[src/rtl/button_conditioner.sv]
// button_conditioner: multi-channel push-button front end.
// Each channel synchronises its raw input, debounces it with a stability
// window, and produces a clean level, press/release strobes and an
// optional auto-repeat strobe train while the button is held.
`timescale 1ns/1ps

module button_conditioner #(
    parameter int NUM_CH        = 4,
    parameter int SYNC_STAGES   = 2,
    parameter int STABLE_CYCLES = 15,
    parameter int REPEAT_EN     = 1,
    parameter int REPEAT_DELAY  = 64,
    parameter int REPEAT_PERIOD = 16
) (
    input  logic              clk,
    input  logic              reset_n,
    input  logic [NUM_CH-1:0] btn_in,
    output logic [NUM_CH-1:0] level,
    output logic [NUM_CH-1:0] press_pulse,
    output logic [NUM_CH-1:0] release_pulse,
    output logic [NUM_CH-1:0] repeat_pulse
);

    typedef enum logic [1:0] {
        IDLE   = 2'd0,
        DELAY  = 2'd1,
        REPEAT = 2'd2
    } rep_state_t;

    // The stability counter only needs to reach STABLE_CYCLES-1.
    localparam int SCW = $clog2(STABLE_CYCLES) + 1;
    localparam logic [SCW-1:0] STAB_LAST = SCW'(STABLE_CYCLES - 1);

    // One repeat counter serves both the initial delay and the period.
    localparam int RMAX = (REPEAT_DELAY > REPEAT_PERIOD) ? REPEAT_DELAY : REPEAT_PERIOD;
    localparam int RCW  = $clog2(RMAX) + 1;
    localparam logic [RCW-1:0] DELAY_LAST  = RCW'(REPEAT_DELAY - 1);
    localparam logic [RCW-1:0] PERIOD_LAST = RCW'(REPEAT_PERIOD - 1);

    for (genvar i = 0; i < NUM_CH; i++) begin : g_ch
        logic [SYNC_STAGES-1:0] sync;
        logic                   s;
        logic [SCW-1:0]         stab_cnt;
        logic                   lvl;
        logic                   prs;
        logic                   rls;
        logic                   flip;
        logic                   rise;
        logic                   fall;

        // Shift the asynchronous button through the synchroniser chain.
        always_ff @(posedge clk or negedge reset_n) begin
            if (!reset_n) begin
                sync <= '0;
            end else begin
                sync <= {sync[SYNC_STAGES-2:0], btn_in[i]};
            end
        end

        assign s    = sync[SYNC_STAGES-1];
        assign flip = (s != lvl) && (stab_cnt == STAB_LAST);
        assign rise = flip && !lvl;
        assign fall = flip && lvl;

        // Debounce: count consecutive mismatch cycles, flip the level and
        // strobe press/release once the mismatch has lasted long enough.
        always_ff @(posedge clk or negedge reset_n) begin
            if (!reset_n) begin
                stab_cnt <= '0;
                lvl      <= 1'b0;
                prs      <= 1'b0;
                rls      <= 1'b0;
            end else begin
                prs <= rise;
                rls <= fall;
                if (s == lvl) begin
                    stab_cnt <= '0;
                end else if (flip) begin
                    stab_cnt <= '0;
                    lvl      <= ~lvl;
                end else begin
                    stab_cnt <= stab_cnt + 1'b1;
                end
            end
        end

        assign level[i]         = lvl;
        assign press_pulse[i]   = prs;
        assign release_pulse[i] = rls;

        if (REPEAT_EN != 0) begin : g_rep
            rep_state_t     state;
            rep_state_t     state_next;
            logic [RCW-1:0] rcnt;
            logic [RCW-1:0] rcnt_next;
            logic           rep_q;
            logic           rep_next;

            // Repeat FSM registers; the strobe itself is registered here too.
            always_ff @(posedge clk or negedge reset_n) begin
                if (!reset_n) begin
                    state <= IDLE;
                    rcnt  <= '0;
                    rep_q <= 1'b0;
                end else begin
                    state <= state_next;
                    rcnt  <= rcnt_next;
                    rep_q <= rep_next;
                end
            end

            // Next-state logic: the level fall overrides everything so no
            // strobe is emitted in the release cycle.
            always_comb begin
                state_next = state;
                rcnt_next  = rcnt;
                rep_next   = 1'b0;
                if (fall) begin
                    state_next = IDLE;
                    rcnt_next  = '0;
                end else begin
                    case (state)
                        IDLE: begin
                            if (rise) begin
                                state_next = DELAY;
                                rcnt_next  = '0;
                            end
                        end
                        DELAY: begin
                            if (lvl) begin
                                if (rcnt == DELAY_LAST) begin
                                    rep_next   = 1'b1;
                                    rcnt_next  = '0;
                                    state_next = REPEAT;
                                end else begin
                                    rcnt_next = rcnt + 1'b1;
                                end
                            end
                        end
                        REPEAT: begin
                            if (lvl) begin
                                if (rcnt == PERIOD_LAST) begin
                                    rep_next  = 1'b1;
                                    rcnt_next = '0;
                                end else begin
                                    rcnt_next = rcnt + 1'b1;
                                end
                            end
                        end
                        default: begin
                            state_next = IDLE;
                            rcnt_next  = '0;
                        end
                    endcase
                end
            end

            assign repeat_pulse[i] = rep_q;
        end else begin : g_norep
            assign repeat_pulse[i] = 1'b0;
        end
    end

endmodule

[config.mk]
export PLATFORM = sky130hd
export DESIGN_NAME = button_conditioner
export DESIGN_NICKNAME = d
export VERILOG_FILES = /design/src/rtl/button_conditioner.sv
export SDC_FILE = /design/constraint.sdc
export NUM_CORES = 1
export LEC_CHECK = 0
export CELL_PAD_IN_SITES_DETAIL_PLACEMENT = 1
export CELL_PAD_IN_SITES_GLOBAL_PLACEMENT = 2
export CORE_AREA = 2 2 116 118
export DETAILED_ROUTE_END_ITERATION = 6
export DIE_AREA = 0 0 118 120
export GPL_ROUTABILITY_DRIVEN = 1
export GPL_TIMING_DRIVEN = 0
export HOLD_SLACK_MARGIN = 0.06
export MAX_ROUTING_LAYER = met4
export PLACE_DENSITY = 0.77
export SLEW_MARGIN = 0
export SYNTH_ARGS = -nofsm -noshare
export SYNTH_HDL_FRONTEND = slang
export SYNTH_SLANG_ARGS = --single-unit
[constraint.sdc]
create_clock -name clk -period 1.8 [get_ports clk]
set_clock_uncertainty 0.05 [all_clocks]
set_input_delay 0.36 -clock clk [delete_from_list [all_inputs] [get_ports clk]]
set_output_delay 0.36 -clock clk [all_outputs]
set_load 0.02 [all_outputs]
==> impl_metrics.py <==
metrics = {
    "outcome": {
        "status": "complete, but fails checks",
        "violations": "setup timing",
    },
    "worst_setup_path": {
        "r2r-start": "g_ch[3].stab_cnt[1]",
        "crit_path_end_kind": "flop",
        "critical_path_required_ps": 2030,
        "reg2reg_slack_ps": -30,
        "worstPathArrival_ps": 2060,
        "critPathLaunchType": "flop",
        "cp_max_fo": 6,
        "cpPeakStageDelay_ps": 420,
        "crit_chain": "ha_4 > and4b_1 > buf_6 > a21o_4 > nor4_4 > buf_4 > mux2_4",
        "slowest_stage": "dfrtp_1",
        "crit_type": "reg2reg",
        "reg2reg_to": "g_ch[3].g_rep.rcnt[0]",
        "reg2regPathDepth": 7,
    },
    "cts": {
        "root_buffer": "clkbuf_16",
        "htreeDepth": 3,
        "insertion_delay_ps": 340,
        "clockBufferDepth": 2,
        "clkTransAtPathRegs_ps": 60,
        "cts_num_sinks": 80,
        "numCtsBuffers": 9,
        "cts_tree": "yes",
    },
    "die": {
        "core_area_mm2": 0.0130,
        "die_h_um": 120,
        "start_util": 0.351,
        "floorplan.rows": 42,
        "die_area_mm2": 0.0142,
        "die_w_um": 118,
        "ioPinCount": 22,
    },
    "routing": {
        "drt-initial-drc-count": 152,
        "final_antenna_net_count": 0,
        "vias": 3734,
        "dr.pass1.iters": 4,
        "viasPerCell": 5.25,
        "wire_per_inst_um": 15.6,
        "drc": 0,
        "drt-total-wl_um": 11100,
    },
    "synth": {
        "syn_area_per_cell_um2": 9.98,
        "yosys_warnings": 0,
        "yosys-top-cells-area": "dfrtp_1 44%, ha_1 7.7%, o21ai_0 3.6%, nor2_1 2.9%, buf_4 2.6%",
        "ys_types": 61,
        "synth_ff_type": "dfrtp_1",
        "synth_seq_area_share": 0.440,
        "yosysTopAreaCell": "dfrtp_1",
        "synth_top_area_share": 0.440,
        "netlist_instances": 456,
        "synth_edf_count": 0,
        "async_flop_share": 1.00,
        "synth_nets": 490,
        "synth-seq-cells": 80,
        "syn_area_mm2": 0.00455,
    },
    "placed_design": {
        "place_congestion": 0.813,
        "place_area_mm2": 0.00501,
        "dp_slack_ps": -267,
        "hpwlAfterDp_um": 7090,
        "io_buffers": 21,
    },
    "sta": {
        "worst_slew_pin_slew_ps": 599,
        "hold_viol_final": 0,
        "maxSlewViolCount": 0,
        "setup_viol": 5,
        "fin_crit_ps": 1830,
        "setup_tns_ps": -84.0,
        "setup_slack_ps": -25.9,
        "period_share": 1.01,
        "rsz0062_at_grt": "true",
        "slew_headroom": 0.597,
        "max_freq_ghz": 0.548,
    },
    "power_and_ir_drop": {
        "power_density_mw_per_mm2": 749,
        "power_uw": 4520,
        "ir_worst_vdd_uv": 365,
        "p_leak_uw": 0.00264,
    },
    "finish": {
        "layout-drive-gt1-share": 0.307,
        "final_common_cell": "dfrtp_1",
        "syn2layout_area_growth_pct": 32.5,
        "finalCoreUtilization": 0.465,
        "antennaDiodeCount": 0,
        "final_nets": 564,
        "final_cell_mix": "78 x dfrtp_1, 56 x buf_4, 31 x nor2_1, 25 x o21ai_0, 24 x inv_1",
        "final_area_mm2": 0.00603,
    },
    "worst_hold_path": {
        "hold_path_class": "reg2reg",
        "holdCritStartpoint": "g_ch[1].sync[0]",
        "min_path_cells": 0,
        "worstHoldEndpoint": "g_ch[1].sync[1]",
    },
    "global_routing": {
        "grt_pass1_vias": 3826,
        "grt.total_usage": 0.163,
        "gr-total-overflow": 0,
        "grt_max_degree": 52,
        "antenna_found_initial": 0,
        "grt_pass1_wl_um": 18200,
    },
    "job": {
        "maxCapViolations": 0,
    },
}
## sequential cells by signal, summed over array words and instances (netlist names)
signal            cells
g_ch.g_rep.rcnt      28
g_ch.sync             8
g_ch.g_rep.rep_q      4
g_ch.lvl              4
g_ch.rls              4
g_ch.g_rep.state      8
g_ch.stab_cnt        20
g_ch.prs              4
## synthesized netlist by cell type (5+ instances only)
cell type  number
o22ai_1         6
nand4_1         5
nor2_1         35
inv_1          31
nand4b_1        5
ha_1           28
nor2b_1        11
dfrtp_1        80
nand2_1        24
o21ai_0        33
nor3_1          8
o211ai_1       10
o31ai_1         6
xor2_1         10
nand3_1        21
and4b_1         8
nand2b_1        9
a21oi_1        17
and3_1          6
a32o_1          5
a211oi_1        5
buf_4          16
## worst max-delay path, delay by kind of cell, from the launching register on
family	cells	cell delay, ps
flip-flops	1	420
AND/OR/NAND/NOR	2	440
multiplexers	1	140
adder cells (fa/ha/maj)	1	180
buffers and inverters	2	320
AO/OA/AOI/OAI	1	220
## worst max-delay path by stage
stage,from,endpoint,slack (ps),depth (start not counted)
finish,g_ch[3].stab_cnt[1],g_ch[3].g_rep.rcnt[0],-30,7
global route,g_ch[3].stab_cnt[1],g_ch[3].g_rep.rcnt[6],-100,7
CTS,g_ch[3].g_rep.state[1],g_ch[3].g_rep.rcnt[0],-20,7
detailed placement,g_ch[2].g_rep.state[0],g_ch[2].g_rep.rcnt[5],-270,6
global placement,reset_n,g_ch[0].g_rep.state[0],-2730,1
floorplan,g_ch[3].stab_cnt[0],g_ch[3].g_rep.rcnt[5],80,7
## kinds of logic after synthesis
family / count (synthesis) / synth area share
and+or+nand+nor: 160 / 0.211
AOI/OAI and AO/OA: 119 / 0.183
DFF: 80 / 0.440
buffers and inverters: 54 / 0.0605
adders and majority gates: 28 / 0.0770
xor gates and xnor gates: 14 / 0.0269
muxes: 1 / 0.00247
## what timing repair did
action / CTS / global route
pin swaps: 9 / 25
hold buffers: 1 / 0
endpoints found under the setup margin: 33 / 42
resized for setup: 52 / 64
cloned: 0 / 0
buffers inserted: 15 / 28
endpoints found under the hold margin: 29 / 0
## stage by stage
step,hold slack [ps],std cells
after floorplan,14.4,456
after global placement,283,653
after detailed placement,282,654
after CTS,301,684
after global routing,308,711
final,299,711
## layer usage
metal | global-route usage | share of wire | up-vias
met2 | 0.273 | 0.51 | 26
met3 | 0.0242 | 0.014 | 13
met1 | 0.197 | 0.46 | 1902
met5 | - | 0 | -
met4 | 0.0700 | 0.019 | 0
li1 | - | - | 1793
## cell type report
cell class              instances  area (um2)
clock buffers                  14         274
fillers                      1453        6950
multi-input cells             322        2680
clock inverters                 2        12.5
flip-flops and latches         80        2000
plain buffers                  22         155
repair buffers                 64         563
inverters                      31         121
well taps                     176         220
## where the power goes
| part | switching [uW] | internal, uW | total [uW] |
|---|---|---|---|
| Combinational | 426 | 396 | 822 |
| Clock | 733 | 1050 | 1780 |
| Sequential | 57.8 | 1860 | 1910 |
| Total | 1220 | 3300 | 4520 |
Power figures use the tool's default switching activity.
